[config.mk]
export PLATFORM = sky130hd
export DESIGN_NAME = load_store_unit
export DESIGN_NICKNAME = d
export VERILOG_FILES = /design/src/rtl/load_store_unit.sv
export SDC_FILE = /design/constraint.sdc
export NUM_CORES = 1
export LEC_CHECK = 0
export ABC_AREA = 1
export CAP_MARGIN = 5
export CORE_MARGIN = 10
export CORE_UTILIZATION = 50
export DETAILED_ROUTE_END_ITERATION = 10
export PLACE_DENSITY_LB_ADDON = 0.25
export SYNTH_ARGS = -nofsm -noshare
export SYNTH_HDL_FRONTEND = slang
export SYNTH_SLANG_ARGS = --single-unit
[constraint.sdc]
create_clock -name clk -period 6.1 [get_ports clk]
set_input_delay 1.525 -clock clk [delete_from_list [all_inputs] [get_ports clk]]
set_output_delay 1.525 -clock clk [all_outputs]
set_load 0.05 [all_outputs]
[src/rtl/load_store_unit.sv]
// Multi-cycle load/store engine: ALU effective address + rs2 store data driven
// onto a valid/grant/rvalid data-memory handshake, extended load data to writeback.
//
//   state | meaning
//   IDLE  | waiting for start; a legal access is latched here
//   REQ   | mem_req high, command held stable until mem_gnt
//   WAIT  | load granted, waiting for mem_rvalid
//   DONE  | one-cycle done pulse (with fault if the access failed)
module load_store_unit #(
   parameter int TIMEOUT_CYCLES = 255
) (
   input  logic        clk,
   input  logic        rst_n,
   input  logic        start,
   input  logic        is_load,
   input  logic        is_store,
   input  logic [2:0]  funct3,
   input  logic [31:0] addr,
   input  logic [31:0] wdata,
   output logic        busy,
   output logic        done,
   output logic        fault,
   output logic [31:0] rdata_out,
   output logic        mem_req,
   output logic        mem_we,
   output logic [31:0] mem_addr,
   output logic [3:0]  mem_wstrb,
   output logic [31:0] mem_wdata,
   input  logic        mem_gnt,
   input  logic        mem_rvalid,
   input  logic [31:0] mem_rdata
);

   typedef enum logic [1:0] {S_IDLE, S_REQ, S_WAIT, S_DONE} state_t;

   localparam logic [31:0] TMO = 32'(TIMEOUT_CYCLES);

   state_t      state, state_nxt;
   logic        lat_load;
   logic [2:0]  lat_f3;
   logic [31:0] lat_addr, lat_wdata;
   logic        fault_q, fault_nxt;
   logic        accept, bad, tmo_hit, capture;
   logic [31:0] tmo_cnt, rdata_q, load_ext;
   logic [15:0] rshift;
   logic [3:0]  wstrb_lane;
   logic [31:0] wdata_lane;

   assign accept = start && (is_load ^ is_store);

   // Illegal width codes and misalignment both fault straight from IDLE
   always_comb begin
      bad = 1'b0;
      if (is_load) bad = (funct3 == 3'd3) || (funct3 == 3'd6) || (funct3 == 3'd7);
      else         bad = (funct3 > 3'd2);
      if ((funct3[1:0] == 2'd1) && addr[0])              bad = 1'b1;
      if ((funct3[1:0] == 2'd2) && (addr[1:0] != 2'b00)) bad = 1'b1;
   end

   // >= so a late grant that pushes a load past the limit still times out in WAIT
   assign tmo_hit = (TIMEOUT_CYCLES != 0) && (tmo_cnt >= TMO);

   always_comb begin
      state_nxt = state;
      fault_nxt = fault_q;
      capture   = 1'b0;
      case (state)
         S_IDLE: begin
            if (accept) begin
               state_nxt = bad ? S_DONE : S_REQ;
               fault_nxt = bad;
            end
         end
         S_REQ: begin
            if (mem_gnt) begin
               state_nxt = lat_load ? S_WAIT : S_DONE;
            end else if (tmo_hit) begin
               state_nxt = S_DONE;
               fault_nxt = 1'b1;
            end
         end
         S_WAIT: begin
            if (mem_rvalid) begin
               state_nxt = S_DONE;
               capture   = 1'b1;
            end else if (tmo_hit) begin
               state_nxt = S_DONE;
               fault_nxt = 1'b1;
            end
         end
         S_DONE:  state_nxt = S_IDLE;
         default: state_nxt = S_IDLE;
      endcase
   end

   always_ff @(posedge clk or negedge rst_n) begin
      if (!rst_n) begin
         state     <= S_IDLE;
         fault_q   <= 1'b0;
         lat_load  <= 1'b0;
         lat_f3    <= 3'd0;
         lat_addr  <= 32'd0;
         lat_wdata <= 32'd0;
         tmo_cnt   <= 32'd0;
         rdata_q   <= 32'd0;
      end else begin
         state   <= state_nxt;
         fault_q <= fault_nxt;
         if ((state == S_IDLE) && accept) begin
            lat_load  <= is_load;
            lat_f3    <= funct3;
            lat_addr  <= addr;
            lat_wdata <= wdata;
         end
         if ((state == S_IDLE) && (state_nxt == S_REQ)) tmo_cnt <= 32'd0;
         else if ((state == S_REQ) || (state == S_WAIT)) tmo_cnt <= tmo_cnt + 32'd1;
         if (capture) rdata_q <= load_ext;
      end
   end

   // Aligned halfwords sit at byte offset 0 or 2, so one byte-granular shift serves both
   assign rshift = 16'(mem_rdata >> {lat_addr[1:0], 3'b000});

   always_comb begin
      case (lat_f3)
         3'd0:    load_ext = {{24{rshift[7]}}, rshift[7:0]};
         3'd1:    load_ext = {{16{rshift[15]}}, rshift};
         3'd4:    load_ext = {24'd0, rshift[7:0]};
         3'd5:    load_ext = {16'd0, rshift};
         default: load_ext = mem_rdata;
      endcase
   end

   always_comb begin
      wstrb_lane = 4'b1111;
      wdata_lane = lat_wdata;
      case (lat_f3[1:0])
         2'd0: begin
            wstrb_lane = 4'b0001 << lat_addr[1:0];
            wdata_lane = {4{lat_wdata[7:0]}};
         end
         2'd1: begin
            wstrb_lane = 4'b0011 << lat_addr[1:0];
            wdata_lane = {2{lat_wdata[15:0]}};
         end
         default: ;
      endcase
   end

   assign busy      = (state != S_IDLE);
   assign done      = (state == S_DONE);
   assign fault     = (state == S_DONE) && fault_q;
   assign rdata_out = rdata_q;
   assign mem_req   = (state == S_REQ);
   assign mem_we    = mem_req && !lat_load;
   assign mem_addr  = mem_req ? {lat_addr[31:2], 2'b00} : 32'd0;
   assign mem_wstrb = mem_we ? wstrb_lane : 4'b0000;
   assign mem_wdata = mem_we ? wdata_lane : 32'd0;

endmodule

# Yosys cells after proc, flatten, opt, wreduce, memory -nomap -nowiden
# Cells that the tools add are included.
# W data, S select, Z words.
word_totals:
  reg_bits: 135
  input_bits: 106
  out_inout_bits: 105
  elab_cells: 75
op_classes:
  add_sub_neg: 1
  n_lt_le_gt_ge: 2
  eq_ne: 16
  n_shift: 3
  muxes: 25
  n_bitwise: 1
  reduce_logical: 19
ops:
  columns: ["operator", "n"]
  rows:
  - ["$mux W32", 4]
  - ["$pmux W32 S4", 1]
  - ["$pmux W32 S2", 1]
  - ["$add A32 B1 Y32 const B", 1]
  - ["$ge A32 B8 Y1 const B", 1]
  - ["$shr A32 B5 Y16", 1]
  - ["$eq A3 B3 Y1 const B", 4]
  - ["$mux W1", 10]
  - ["$mux W2", 5]
  - ["$eq A2 B1 Y1 const B", 4]
  - ["$pmux W2 S4", 1]
  - ["$pmux W4 S2", 1]
  - ["$logic_and A1 B1 Y1", 7]
  - ["$eq A2 B2 Y1 const B", 3]
  - ["$ne A2 B2 Y1 const B", 3]
  - ["$reduce_bool A2 Y1", 3]
  - ["$logic_not A2 Y1", 2]
  - ["$mux W4", 1]
  - ["$reduce_and A4 Y1", 1]
  - ["$shl A1 B2 Y4 const A", 1]
  - ["$shl A2 B2 Y4 const A", 1]
  - ["$eq A3 B1 Y1 const B", 1]
  - ["$eq A3 B2 Y1 const B", 1]
  - ["$gt A3 B2 Y1 const B", 1]
  - ["6 further kinds", 8]

# Logic depth before layout (Yosys ltp)
depth:
  word_depth: 12
  mapped_depth: 13
  ltp_nobuf: 12

# Least setup slack after synthesis
# OpenSTA, ideal clock, no wires.
synth_path:
  kind: "reg2out"
  from: "register state[1]"
  to: "output mem_wdata[16]"
  arrival_ns: 3.093
  t_required_ns: 4.575
  slack_ns: 1.482
  stages_incl_launch_ff: 9
  path_cell_list: "dfrtp_1 -> inv_1 -> ha_1 -> buf_2 -> inv_1 -> nor2_2 -> clkbuf_1 -> o21ai_0 -> a21oi_1"
synth_via:
  elab_chain_cells: 3
synth_rtl:
  columns: ["item", "line_no", "rtl"]
  rows:
  - ["start: declaration", "38", "state_t state, state_nxt;"]
  - ["start signal: assignment", "107", "state <= state_nxt;"]
  - ["$eq A2 B1 Y1", "154", "assign mem_req = (state == S_REQ);"]
  - ["via mem_req", "24", "output logic mem_req,"]
  - ["$logic_and A1 B1 Y1", "155", "assign mem_we = mem_req && !lat_load;"]
  - ["via mem_we", "25", "output logic mem_we,"]
  - ["$mux W32", "158", "assign mem_wdata = mem_we ? wdata_lane : 32'd0;"]
  - ["end: declaration", "28", "output logic [31:0] mem_wdata,"]
# The timed path passes the listed nets, and every way through them passes these cells.

# Worst setup path in the final report
layout_path:
  from: "register state[1]"
  to: "output mem_wstrb[3]"
layout_via:
  elab_chain_cells: 3
layout_rtl:
  columns: ["item", "line_no", "rtl"]
  rows:
  - ["$eq A2 B1 Y1", "154", null]
  - ["$logic_and A1 B1 Y1", "155", null]
  - ["$mux W4", "157", "assign mem_wstrb = mem_we ? wstrb_lane : 4'b0000;"]
  - ["end: declaration", "27", "output logic [3:0] mem_wstrb,"]
# No other way between the ends.

==> metrics.md <==
| Metric | Value |
|---|---|
| 1st-iter DRT viols | about 580 |
| Max Freq | approximately 200 MHz |
| Unique masters post-synth | between 40 and 50 |
| Final core utilization | a little over 70% |
| Row count | 43 |
| Syn Inst Count | 865 |
| CP Launch Type | flop |
| Pleak | roughly 4.7 nW |
| Worst-path clk slew | roughly 0.060 ns |
| Final worst-path cycle share | around 82% |
| Power Internal | about 3 mW |
| Max FO, Critical Path | 19 |
| Worst reg2reg endpoint | tmo_cnt[26] |
| Clock share of power | 19.2% |
| Setup ws final | between 1 and 1.5 ns |
| Routed WL per cell | 17.31 µm |
| # diodes | 0 |
| First-pass GRT wire length | between 30000 and 40000 µm |
| Antenna violations before repair | 1 |
| DIE WIDTH | ~140 µm |
| Share of flip-flops with an asynchronous set or reset | 100.0% |
| Layout cell share with drive strength beyond 1 | approximately an eighth |
| Outcome | completed |
| Worst IR Drop VDD | 0.3117 mV |
| Routability cong. | between 0.8 and 0.9 |
| DP Area | approximately 0.0094 mm² |
| DRT Pass-1 Iters | 5 |
| Grt ovf | 0 |
| Fin area | around 0.010 mm² |
| Die Ht | between 100 and 150 µm |
| Sequential-to-total area share from yosys stat | approximately 47% |
| All-layer global routing usage | 21.35% |
| Cell taking the most area after synthesis | dfrtp_1 |
| Final Hold Viols | 0 |
| # DRC | 0 |
| Clk_lat worst skew | between 0.4 and 0.5 ns |
| Prevailing post-synth register cell | dfrtp_1 |
| Most common cell in the netlist | nand2_1 |
| Critical path type | reg -> out |
| CTS tree | built |
| Hpwl dp | approximately 15000 µm |
| Measured slew at the worst slew-check pin | 0.9810 ns |
| Nets@finish | roughly 1200 |
| Max cap viols | 0 |
| CTS Hold Bufs | 0 |
| Pwr dens | around 560 mW/mm² |
| YS warnings | 0 |
| Slew Limit Headroom | between 30% and 40% |
| Post-Syn Area per Cell | between 8 and 9 µm² |
| R2R setup slack | between 3 and 4 ns |
| Layout Area Growth over Synthesis | 38.31% |
| Starting density of the core | ~52% |
| Mapped cell area | slightly above 0.007 mm² |
| Die Area | 0.01975 mm² |
| Setup Viol. Count Final | 0 |
| Maximum clock path buffer count | 2 |
| # IOs | ~210 |
| NetSw | 2.653 mW |
| Min cycle time layout | between 4 and 5 ns |
| Post-CTS setup buffer count | 0 |
| Hold Path Stages | 2 |
| Clock buffer count from CTS | 17 |
| Reg-to-reg startpoint | state[0] |
| Root Driver | clkbuf_16 |
| Sw Share | between 40% and 50% |
| Via count | 6588 |
| RSZ-0062 raised after global routing | no |
| Setup slack after placement | 1.569 ns |
| IO Port Bufs | roughly 210 |
| Combinational power share | 53.9% |
| Tightest Hold Check Type | reg -> reg |
| Hold endpoint | rdata_out[12] |
| Seq pwr share | between 20% and 30% |
| Core area | 0.01404 mm² |
| Main area contributors after synthesis | dfrtp_1, mux2_2, nand2_1 |
| Total Wirelength | about 22000 µm |
| Hold_sp | rdata_out[12] |
| Pin count of the biggest net entering global routing | between 90 and 100 |
| #FFs+latches synth | about 140 |
| Post-synth EDFFs | 0 |
| Placed Instances | roughly 1200 |
| CP arrival | around 3.5 ns |
| Slew Limit Fails | 0 |
| Setup TNS | 0 ns |
| Cell depth of the worst flop-to-flop path | 9 |
| CP required | around 4.6 ns |
| Vias in the first global route | ~6400 |
| CTS resizes | 0 |
| Htree depth | 4 |
| Synth top area share | a little under half |
| Antenna Violating Nets Remaining | 0 |
| Crit end category | primary output |
| Final non-filler cell total | 1251 |
| TritonCTS Sinks | between 100 and 150 |
| Synth top cells by count | nand2_1, dfrtp_1, nor2_1 |
| DR vias/cell | roughly 5.3 |
| Final Skew | approximately 0.0085 ns |
==> registers in the layout, indices dropped and copies added (netlist names) <==
signal     flops
rdata_out     32
lat_load       1
fault_q        1
tmo_cnt       32
lat_f3         3
lat_addr      32
lat_wdata     32
state          2
==> power by group through the flow <==
stage / registers (mW) / logic (mW) / clock network (mW)
global placement: 1.51 / 2.98 / 0
CTS: 1.51 / 3.04 / 1.10
detailed placement: 1.52 / 3.02 / 0
global route: 1.56 / 3.23 / 1.14
floorplan: 1.79 / 1.80 / 0
finish: 1.51 / 3.02 / 1.08
==> layout make-up <==
class	count	area, µm²
Clock buffer	23	488.0
Clock inverter	9	137.6
Fill cell	1089	3996
Inverter	116	435.4
Multi-Input combinational cell	576	3268
Sequential cell	135	3378
Tap cell	180	225.2
Timing Repair Buffer	212	2113
==> metrics by stage <==
step	power [mW]	hold WS (ns)
2_1_floorplan	3.582	0.4739
3_3_place_gp	4.490	0.4630
3_5_place_dp	4.538	0.4651
4_1_cts	5.645	0.4802
5_1_grt	5.927	0.4921
6_report	5.613	0.4763
==> cell families (layout without fill, tap and decap cells) <==
logic type / after synthesis / after routing / synth area share (%)
and+or+nand+nor: 352 / 352 / 20.98
adders and majority gates: 6 / 6 / 1.034
other: 1 / 2 / 0.05163
DFF: 135 / 135 / 46.51
xor gates and xnor gates: 20 / 20 / 2.412
muxes: 56 / 56 / 8.665
buffers and inverters: 155 / 360 / 8.648
AOI/OAI and AO/OA: 140 / 140 / 11.70
==> cell usage in the layout, fill, tap and decap left out, types with 6 or more instances in the layout <==
master,count
clkdlybuf4s50_1,207
nand2_1,163
dfrtp_1,135
nor2_1,116
inv_1,109
mux2_2,55
o21ai_0,51
a21oi_1,33
nor2_2,19
nand3_1,19
o22ai_1,17
clkbuf_16,17
xor2_1,16
o211ai_1,11
nand4_1,10
o221ai_1,10
nor3_1,7
ha_1,6
==> worst max path at each step <==
stage / startpoint / to
finish: state[1] / mem_wstrb[3]
global route: state[1] / mem_wstrb[3]
CTS: state[1] / mem_wstrb[3]
detailed placement: state[1] / mem_wstrb[3]
global placement: state[1] / mem_wstrb[1]
floorplan: state[1] / mem_wdata[16]
==> worst max-delay path, cell delays in order (launching register included) <==
cell	delay (ns)
dfrtp_1	0.41
inv_1	0.14
ha_1	0.18
inv_1	0.06
nor2_2	0.55
inv_1	0.45
o31ai_1	0.38
clkdlybuf4s50_1	0.86
==> metal layers <==
| layer | part of all wire, % | global-route usage, % |
|---|---|---|
| met5 | 0.060 | 0 |
| met4 | 0.90 | 3.478 |
| met3 | 8.2 | 7.573 |
| met2 | 50 | 36.06 |
| met1 | 41 | 25.96 |
Power figures use the tool's default switching activity.
